`src/rtl/iiitb_prog_seq_det.sv`:
```
// Programmable serial sequence detector: runtime-loaded pattern/length,
// overlapping or non-overlapping matching, saturating match counter.
module iiitb_prog_seq_det #(
  parameter int MAX_LEN = 8,
  parameter int CNT_W   = 8,
  parameter int LEN_W   = 4
) (
  input  logic               clock,
  input  logic               reset,
  input  logic               sequence_in,
  input  logic               in_valid,
  input  logic               cfg_load,
  input  logic [MAX_LEN-1:0] cfg_pattern,
  input  logic [LEN_W-1:0]   cfg_len,
  input  logic               cfg_overlap,
  output logic               detector_out,
  output logic [CNT_W-1:0]   match_count,
  output logic [1:0]         state_out
);

  typedef enum logic [1:0] {
    UNCFG = 2'b00,
    FILL  = 2'b01,
    ARMED = 2'b11
  } state_t;

  state_t             state_q;
  logic [MAX_LEN-1:0] hist_q, pat_q;
  logic [LEN_W-1:0]   len_q, fill_q;
  logic               ovl_q;

  logic [LEN_W-1:0]   cfg_len_c, fill_n;
  logic [MAX_LEN-1:0] hist_n, mask;
  logic               match;

  assign cfg_len_c = (cfg_len > LEN_W'(MAX_LEN)) ? LEN_W'(MAX_LEN) : cfg_len;
  assign hist_n    = {hist_q[MAX_LEN-2:0], sequence_in};
  assign fill_n    = (fill_q == len_q) ? fill_q : fill_q + 1'b1;

  // Only the low len bits of history and pattern take part in the compare.
  always_comb begin
    mask = '0;
    for (int i = 0; i < MAX_LEN; i++) mask[i] = (i < int'(len_q));
  end

  assign match = (fill_n >= len_q) && (((hist_n ^ pat_q) & mask) == '0);

  always_ff @(posedge clock or posedge reset) begin
    if (reset) begin
      state_q      <= UNCFG;
      hist_q       <= '0;
      pat_q        <= '0;
      len_q        <= '0;
      fill_q       <= '0;
      ovl_q        <= 1'b0;
      detector_out <= 1'b0;
      match_count  <= '0;
    end else if (cfg_load) begin
      // Reconfiguration wins over any bit presented in the same cycle.
      pat_q        <= cfg_pattern;
      len_q        <= cfg_len_c;
      ovl_q        <= cfg_overlap;
      hist_q       <= '0;
      fill_q       <= '0;
      match_count  <= '0;
      detector_out <= 1'b0;
      state_q      <= (cfg_len_c < LEN_W'(2)) ? UNCFG : FILL;
    end else begin
      detector_out <= 1'b0;
      case (state_q)
        UNCFG: ;
        FILL, ARMED: begin
          if (in_valid) begin
            hist_q       <= hist_n;
            detector_out <= match;
            if (match) begin
              if (match_count != '1) match_count <= match_count + 1'b1;
              // Non-overlapping: restart the fill so matched bits can't be reused.
              if (ovl_q) begin
                fill_q  <= fill_n;
                state_q <= ARMED;
              end else begin
                fill_q  <= '0;
                state_q <= FILL;
              end
            end else begin
              fill_q  <= fill_n;
              state_q <= (fill_n == len_q) ? ARMED : FILL;
            end
          end
        end
        default: state_q <= UNCFG;
      endcase
    end
  end

  assign state_out = state_q;

endmodule

```
`config.mk`:
```
export PLATFORM = sky130hd
export DESIGN_NAME = iiitb_prog_seq_det
export DESIGN_NICKNAME = d
export VERILOG_FILES = /design/src/rtl/iiitb_prog_seq_det.sv
export SDC_FILE = /design/constraint.sdc
export NUM_CORES = 1
export LEC_CHECK = 0
export CAP_MARGIN = 20
export CORE_UTILIZATION = 50
export CTS_BUF_LIST = sky130_fd_sc_hd__clkbuf_4 sky130_fd_sc_hd__clkbuf_8
export CTS_CLUSTER_SIZE = 10
export DETAILED_ROUTE_END_ITERATION = 8
export PLACE_DENSITY = 0.84
export SLEW_MARGIN = 15
export SYNTH_ARGS = -nofsm -noshare
export SYNTH_HDL_FRONTEND = slang
export SYNTH_SLANG_ARGS = --single-unit
export TNS_END_PERCENT = 30
```
`constraint.sdc`:
```
create_clock -name clock -period 7.98 [get_ports clock]
set_clock_uncertainty 0.05 [all_clocks]
set_input_delay 1.596 -clock clock [delete_from_list [all_inputs] [get_ports clock]]
set_output_delay 1.596 -clock clock [all_outputs]
set_load 0.01 [all_outputs]
```
Word-level counts from Yosys, hierarchy flattened. Index checks and enable logic that the tools add are counted.

Register bits: 35. Input bits: 18.

Equal/unequal tests: 7. $lt $le $gt $ge: 11. Reduce and logical (&&, ||, !) cells: 11. Muxes and demuxes: 25. Add/subtract/negate cells: 2. Bitwise operators: 2.

Operators with widths (number): 8-bit 2-to-1 mux (5); 4-bit 2-to-1 mux (7); 7-bit 2-to-1 mux (3); 3-bit by 4-bit less-than comparator with 1-bit output (first input constant) (4); 2-bit 2-to-1 mux (5); 8-bit by 1-bit adder with 8-bit output (second input constant) (1); 8-bit bitwise AND (1); 4-bit == test (2); 8-bit logical NOT (1); 1-bit by 4-bit less-than comparator with 1-bit output (first input constant) (2); 2-bit by 4-bit less-than comparator with 1-bit output (first input constant) (2); 8-bit inequality test (second input constant) (1); 2-bit nonzero test (4); 8-bit XOR (1); 4-bit by 1-bit adder with 4-bit output (second input constant) (1); 4-bit greater-or-equal comparator (1); 4-bit greater-than comparator (second input constant) (1); 4-bit by 2-bit less-than comparator with 1-bit output (second input constant) (1); 1-bit 2-to-1 mux (4); 2-bit one-hot mux with 2 select lines (1); 2-bit AND reduction (2); 4-bit AND reduction (1); 3-bit inequality test (second input constant) (1); 2-bit by 1-bit == test with 1-bit output (second input constant) (1); other kinds (5) (5).

Longest topological paths before layout. Gate-level depths: netlist (run 1).

Depth in word-level cells: 8. Mapped depth: 12. Gate-level depth less buffers: 10.

Worst setup path after synthesis (run 1). No wires, ideal clock.

Kind: input to register. Start point: input sequence_in. End point: register fill_q[1]. Arrival: 2.888 ns. Stages: 6. Path slack: 4.922 ns. Cells stage by stage: xnor2_1 o22ai_1 or3_1 buf_6 or3_1 a31o_1.

Longest elaborated chain between the ends: 8.

Ends and longest elaborated chain: from (decl) (RTL line 10) `input logic sequence_in,`; 8-bit XOR (RTL line 46) `assign match = (fill_n >= len_q) && (((hist_n ^ pat_q) & mask) == '0);`; 8-bit bitwise AND (RTL line 46); 8-bit logical NOT (RTL line 46); 1-bit logical AND (RTL line 46); 4-bit 2-to-1 mux (RTL line 76) `if (match) begin`; 4-bit 2-to-1 mux (RTL line 73) `if (in_valid) begin`; 4-bit 2-to-1 mux (RTL line 70) `case (state_q)`; 4-bit 2-to-1 mux (RTL line 58) `end else if (cfg_load) begin`; to (signal assigned) (RTL line 80) `fill_q <= fill_n;`; to (signal assigned) (RTL line 87) `fill_q <= fill_n;`; to (decl) (RTL line 29) `logic [LEN_W-1:0] len_q, fill_q;`.

No other way between the ends. The select of a mux whose other input is x is not followed. A chain may end at the register's enable or synchronous reset.

Worst setup path in the final report (run 1).
Start point: input sequence_in. End point: register fill_q[2].

Same word-level chain as after synthesis.

==> results of run 1 <==
[flip-flops by register name, summed over array words and instances, names as in the netlist]
signal,flops
detector_out,1
fill_q,4
hist_q,7
len_q,4
match_count,8
ovl_q,1
pat_q,8
state_out,2
[routing by layer]
| metal | vias up | routed length (um) |
|---|---|---|
| met3 | 5 | 240 |
| met5 | - | 0 |
| met1 | 734 | 1830 |
| met2 | 51 | 1860 |
| met4 | 0 | 61 |
| li1 | 753 | - |
[power groups by stage]
stage / logic, mW / clock network [mW] / registers [mW]
floorplan: 0.0673 / 0 / 0.197
global placement: 0.0814 / 0 / 0.202
detailed placement: 0.0832 / 0 / 0.203
CTS: 0.0835 / 0.132 / 0.200
global route: 0.0923 / 0.138 / 0.202
finish: 0.0826 / 0.127 / 0.200
[through the flow]
step | utilization [%] | instances | hold slack [ns] | power, mW | area (um^2)
after floorplan | - | 196 | 0.447 | 0.264 | 2000
after global placement | 61.2 | 262 | 0.463 | 0.284 | 2290
after detailed placement | 61.2 | 262 | 0.467 | 0.286 | 2290
after CTS | 63.5 | 269 | 0.483 | 0.415 | 2380
after global routing | 63.5 | 269 | 0.510 | 0.432 | 2380
final | 63.5 | 269 | 0.479 | 0.409 | 2380
[worst max-delay path, delay by kind of cell]
kind | cells | cell delay [ns]
AO/OA/AOI/OAI | 2 | 0.35
AND/OR/NAND/NOR | 2 | 0.96
buffers and inverters | 1 | 0.50
XOR/XNOR | 1 | 0.14
[logic make-up after synthesis]
family / Yosys count / synth area share (%)
mux: 14 / 7.75
simple gates: 69 / 18.3
fa+ha+maj: 6 / 3.75
buf+inv: 18 / 4.56
compound gates: 39 / 15.4
xor+xnor: 15 / 6.56
flops: 35 / 43.7
[final cells by class]
type	count	area, um^2	share of cell area, %
timing repair buffer	30	295	12.4
sequential	35	876	36.8
clock inverter	1	5.00	0.211
clock buffer	6	82.6	3.47
tap	48	60.1	2.53
inverter	6	22.5	0.947
multi-input combinational	143	1040	43.6
[cell usage in the layout, fill, tap and decap left out, drive strengths merged, types with 3 or more instances in the layout]
cell type	n
clkdlybuf4s50	28
xor2	5
a311oi	3
nor2b	4
o22ai	3
a21oi	9
nand3	4
o31ai	3
clkbuf	6
ha	6
a31o	4
nand2	24
dfrtp	35
o21ai	3
and3	9
mux2	12
inv	6
xnor2	10
nand4	4
nor2	7
nor3	7
[cells in the mapped netlist, drive strengths merged (5+ instances only)]
| library cell | instances | area, um^2 |
|---|---|---|
| a21oi | 9 | 45.0 |
| and3 | 9 | 56.3 |
| clkbuf | 8 | 30.0 |
| dfrtp | 35 | 876 |
| ha | 6 | 75.1 |
| inv | 6 | 22.5 |
| mux2 | 12 | 135 |
| nand2 | 24 | 90.1 |
| nor2 | 7 | 26.3 |
| nor3 | 7 | 40.0 |
| xnor2 | 10 | 87.6 |
| xor2 | 5 | 43.8 |
[how the worst max path moves through the flow]
stage / slack (ns) / endpoint / startpoint
floorplan: 4.92 / fill_q[1] / sequence_in
detailed placement: 4.27 / fill_q[2] / sequence_in
CTS: 4.59 / fill_q[2] / sequence_in
finish: 4.58 / fill_q[2] / sequence_in
global placement: 4.33 / fill_q[2] / sequence_in
global route: 4.48 / fill_q[2] / sequence_in
==> impl_metrics.yaml, run 1 <==
run_status:
  status: "finished clean"
power:
  p_int_mw: 0.295
  power_frac_comb_pct: 20.2
  power_frac_seq_pct: 48.8
  p_switching_mw: 0.114
  vdd_drop_max_uv: 105
  p_leak_nw: 1.01
  swShare_pct: 27.9
  clock_power_share_pct: 31.0
  power_density_nw_per_um2: 172
setup_path:
  timing_worst_setup_path_type: "in -> reg"
  crit_chain: "clkdlybuf4s50_1 > xnor2_1 > o22ai_1 > or3_1 > or3_1 > a31o_1"
  worstPathRequired_ns: 8.12
  slowest_stage: "or3_1"
  end_kind: "flop"
  r2r_end: "match_count[6]"
  crit_fanout: 9
  start_kind: "input pin"
  crit_top_cell: "or3_1"
  r2r-start: "len_q[3]"
  slowest_delay_ns: 0.53
  crit_arrival_ns: 3.54
  ff2ff_setup_slack_ns: 4.78
  r2r_cells: 9
floorplanning:
  coreArea_um2: 3740
  initial_core_util_pct: 53.5
  die_height_um: 65.3
  rows: 22
  dieArea_um2: 4260
  die_w_um: 65.3
  io_pins: 29
finish:
  final_layout_size_suffix_gt1_share_pct: 12.2
  finalNetCount: 245
  fillers: 327
  antennaDiodeCount: 0
  syn2layout_area_growth_pct: 18.7
min_path:
  holdPathEnd: "pat_q[0]"
  holdCritPathClass: "reg -> reg"
  whs_path_depth: 1
  hold_start: "pat_q[0]"
routing:
  first_iter_violations: 52
  drt_drc_violations_left: 0
  routed_via_density: 5.74
  num_vias: 1543
  wire_per_inst_um: 14.9
  dr.pass1.iters: 4
  drt_wl_total_um: 4000
  ant_nets: 0
global_route:
  gr-max-usage-layer: "met2"
  overflow: 0
  grt.met3_usage_pct: 5.56
  grt_pass1_wl_um: 6840
  use_met2_pct: 33.2
  grt_pass1_vias: 1480
  antenna_found_initial: 0
  grt_max_degree: 37
  grt_use_total_pct: 21.3
  grtUsageMet1_pct: 28.1
logic_synthesis:
  syn_area_per_cell_um2: 10.2
  synth_edf_count: 0
  netlist_area_um2: 2000
  syn-instance-count: 196
  synth_seq_cells: 35
  yosysSeqAreaShare_pct: 43.7
  synth.distinct_cells: 46
  async_flop_share_pct: 100
  synth_ff_type: "dfrtp_1"
  syn-num-nets: 220
  ys_warn_count: 0
cts:
  htreeDepth: 2
  cts_buffer_depth: 2
  ctsResizeCount: 0
  path_clk_slew_ns: 0.07
  holdBufCountCts: 0
  root_buffer: "clkbuf_8"
  worst_skew_pair.late_latency_ns: 0.29
  cts_buffers: 5
  cts_setup_buffers: 0
  cts_sinks: 35
  cts_tree: "done"
sta:
  max_freq_mhz: 294
  finalSetupViolCount: 0
  finalHoldViolations: 0
  fin_crit_sh_pct: 42.7
  drv_slew: 0
  setup-tns-final_ns: 0
  rsz0062_at_grt: "false"
  worst_slew_pin_slew_ns: 0.571
  relSlewSlack_pct: 61.0
  fin_crit_ns: 3.40
  fin_ws_ns: 4.58
run:
  maxCapViolations: 0
placed_design:
  place_ws_ns: 4.27
  io_buffers: 28
  place_hpwl_um: 2790
  routabilityCongestion: 0.812
Note: power is estimated with default switching activity, not from simulation.
==> run 2, diff against run 1 <==
Settings changed: PLACE_DENSITY 0.84 to 0.87.
Clock period 7.98 ns to 2.9 ns, I/O delays scaled along.
==> run 2 against run 1 <==
Net effect: die area stayed put; critical path depth up 4; register-to-register slack got worse by 4.7 ns; count of clock-buffer cells in the layout fell by 1; largest cell class unchanged; largest power group unchanged.
==> impl_metrics.yaml, run 2 (synthesized netlist as in run 1, its figures left out) <==
run_status:
  status: "finished clean"
routing:
  num_vias: 1669
  dr.pass1.iters: 4
  first_iter_violations: 113
  ant_nets: 0
  drt_wl_total_um: 4640
  wl_met1_um: 1980
  topRoutingLayerUsed: "met4"
  wl_met3_um: 243
  drt_drc_violations_left: 0
  wire_per_inst_um: 16.3
  met2_length_um: 2280
  routed_via_density: 5.88
global_route:
  grt_pass1_vias: 1525
  overflow: 0
  grt_use_total_pct: 23.0
  antenna_found_initial: 0
  grt_pass1_wl_um: 7250
  grt_max_degree: 37
run:
  maxCapViolations: 0
floorplanning:
  io_pins: 29
  initial_core_util_pct: 53.5
  die_height_um: 65.3
  rows: 22
  die_w_um: 65.3
  dieArea_um2: 4260
  coreArea_um2: 3740
setup_path:
  crit_chain: "xnor2_2 > nand4_1 > nand4_1 > xnor2_2 > ha_1 > o21a_1 > o22ai_2 > or3_4 > or3_4 > a31o_1"
  r2r_end: "fill_q[2]"
  r2r-start: "fill_q[3]"
  slowest_stage: "dfrtp_1"
  start_kind: "flop"
  ff2ff_setup_slack_ns: 0.04
  worstPathRequired_ns: 3.04
  crit_arrival_ns: 2.99
  end_kind: "flop"
  timing_worst_setup_path_type: "reg -> reg"
  slowest_delay_ns: 0.44
  crit_fanout: 5
  r2r_cells: 10
power:
  vdd_drop_max_uv: 327
  p_leak_nw: 1.12
  power_frac_seq_pct: 42.0
  clock_power_share_pct: 34.8
  p_int_mw: 0.919
  swShare_pct: 28.7
  p_switching_mw: 0.369
  power_frac_comb_pct: 23.2
  power_density_nw_per_um2: 500
placed_design:
  place_hpwl_um: 3080
  place_area_um2: 2350
  place_ws_ns: -0.0882
  io_buffers: 28
  routabilityCongestion: 0.834
  placedCellCount: 270
finish:
  antennaDiodeCount: 0
  syn2layout_area_growth_pct: 28.7
  fin_util_pct: 68.9
  final_common_cell: "dfrtp_1"
  stdcell_area_um2: 2580
  finalNonFillerCells: 284
  finalNetCount: 259
  final_cell_mix: "dfrtp_1 (33), clkdlybuf4s50_1 (28), nand2_1 (24)"
  final_layout_size_suffix_gt1_share_pct: 22.9
  largestRegisters: "match_count (8), pat_q (8), hist_q (7)"
min_path:
  whs_path_depth: 1
  holdPathEnd: "pat_q[7]"
  holdCritPathClass: "reg -> reg"
  hold_start: "pat_q[7]"
sta:
  fin_ws_ns: 0.0449
  max_freq_mhz: 350
  fin_crit_ns: 2.86
  worst_slew_pin_slew_ns: 0.531
  finalHoldViolations: 0
  finalSetupViolCount: 0
  relSlewSlack_pct: 64.3
  fin_crit_sh_pct: 98.5
  setup-tns-final_ns: 0
  rsz0062_at_grt: "true"
  drv_slew: 0
cts:
  worst_skew_pair.late_latency_ns: 0.30
  root_buffer: "clkbuf_8"
  cts_buffers: 5
  cts_sinks: 35
  htreeDepth: 2
  cts_tree: "done"
  cts_buffer_depth: 2
  path_clk_slew_ns: 0.08
## run 2: cell type report
class,count,area (um^2)
clock buffers,5,68.8
flip-flops and latches,35,878
well taps,48,60.1
clock inverters,3,43.8
multi-input cells,144,1110
repair buffers,43,393
fillers,300,1160
inverters,6,22.5
## run 2: metrics by stage
stage               hold WS [ns]  total power, mW
floorplan                  0.447            0.727
global placement           0.462            0.799
detailed placement         0.469            0.809
CTS                        0.488             1.26
global route               0.501             1.35
finish                     0.485             1.29
## run 2: worst max path at each step
stage | startpoint | endpoint | slack [ns] | cells past startpoint
final | fill_q[3] | fill_q[2] | 0.04 | 10
after global routing | fill_q[1] | match_count[6] | -0.10 | 9
after detailed placement | fill_q[2] | match_count[0] | -0.09 | 9
after global placement | fill_q[2] | fill_q[3] | 0.03 | 10
after floorplan | fill_q[0] | fill_q[1] | 0.04 | 10
after CTS | fill_q[2] | fill_q[1] | 0.001 | 10
## run 2: per-layer routing
layer | up-vias | GRT usage [%]
met1 | 824 | 29.4
met2 | 44 | 37.0
met3 | 13 | 6.42
met4 | 0 | 8.42
met5 | - | 0
li1 | 788 | -
## run 2: timing repair
action,4_1_cts,5_1_grt
hold buffers,0,0
pin swaps,1,3
setup endpoints to repair,9,9
gates cloned,0,1
resized for setup,2,12
buffers inserted,0,5
## run 2: critical path, delay by kind of cell (launching register included)
family,cells,cell delay (ns)
AND/OR/NAND/NOR,4,1.17
AO/OA/AOI/OAI,3,0.45
flip-flops,1,0.44
XOR/XNOR,2,0.34
adder cells (fa/ha/maj),1,0.30
## run 2: power by group through the flow
| stage | Clock [mW] | Sequential (mW) | Combinational, mW |
|---|---|---|---|
| after floorplan | 0 | 0.541 | 0.185 |
| after global placement | 0 | 0.544 | 0.255 |
| after detailed placement | 0 | 0.547 | 0.262 |
| after CTS | 0.454 | 0.537 | 0.270 |
| after global routing | 0.476 | 0.545 | 0.328 |
| final | 0.449 | 0.541 | 0.299 |
==> run 3, diff against run 2 <==
Settings changed: HOLD_SLACK_MARGIN set to 0.02.
==> results of run 3 <==
The final DEF is identical to that of run 2; final timing and power are the same.
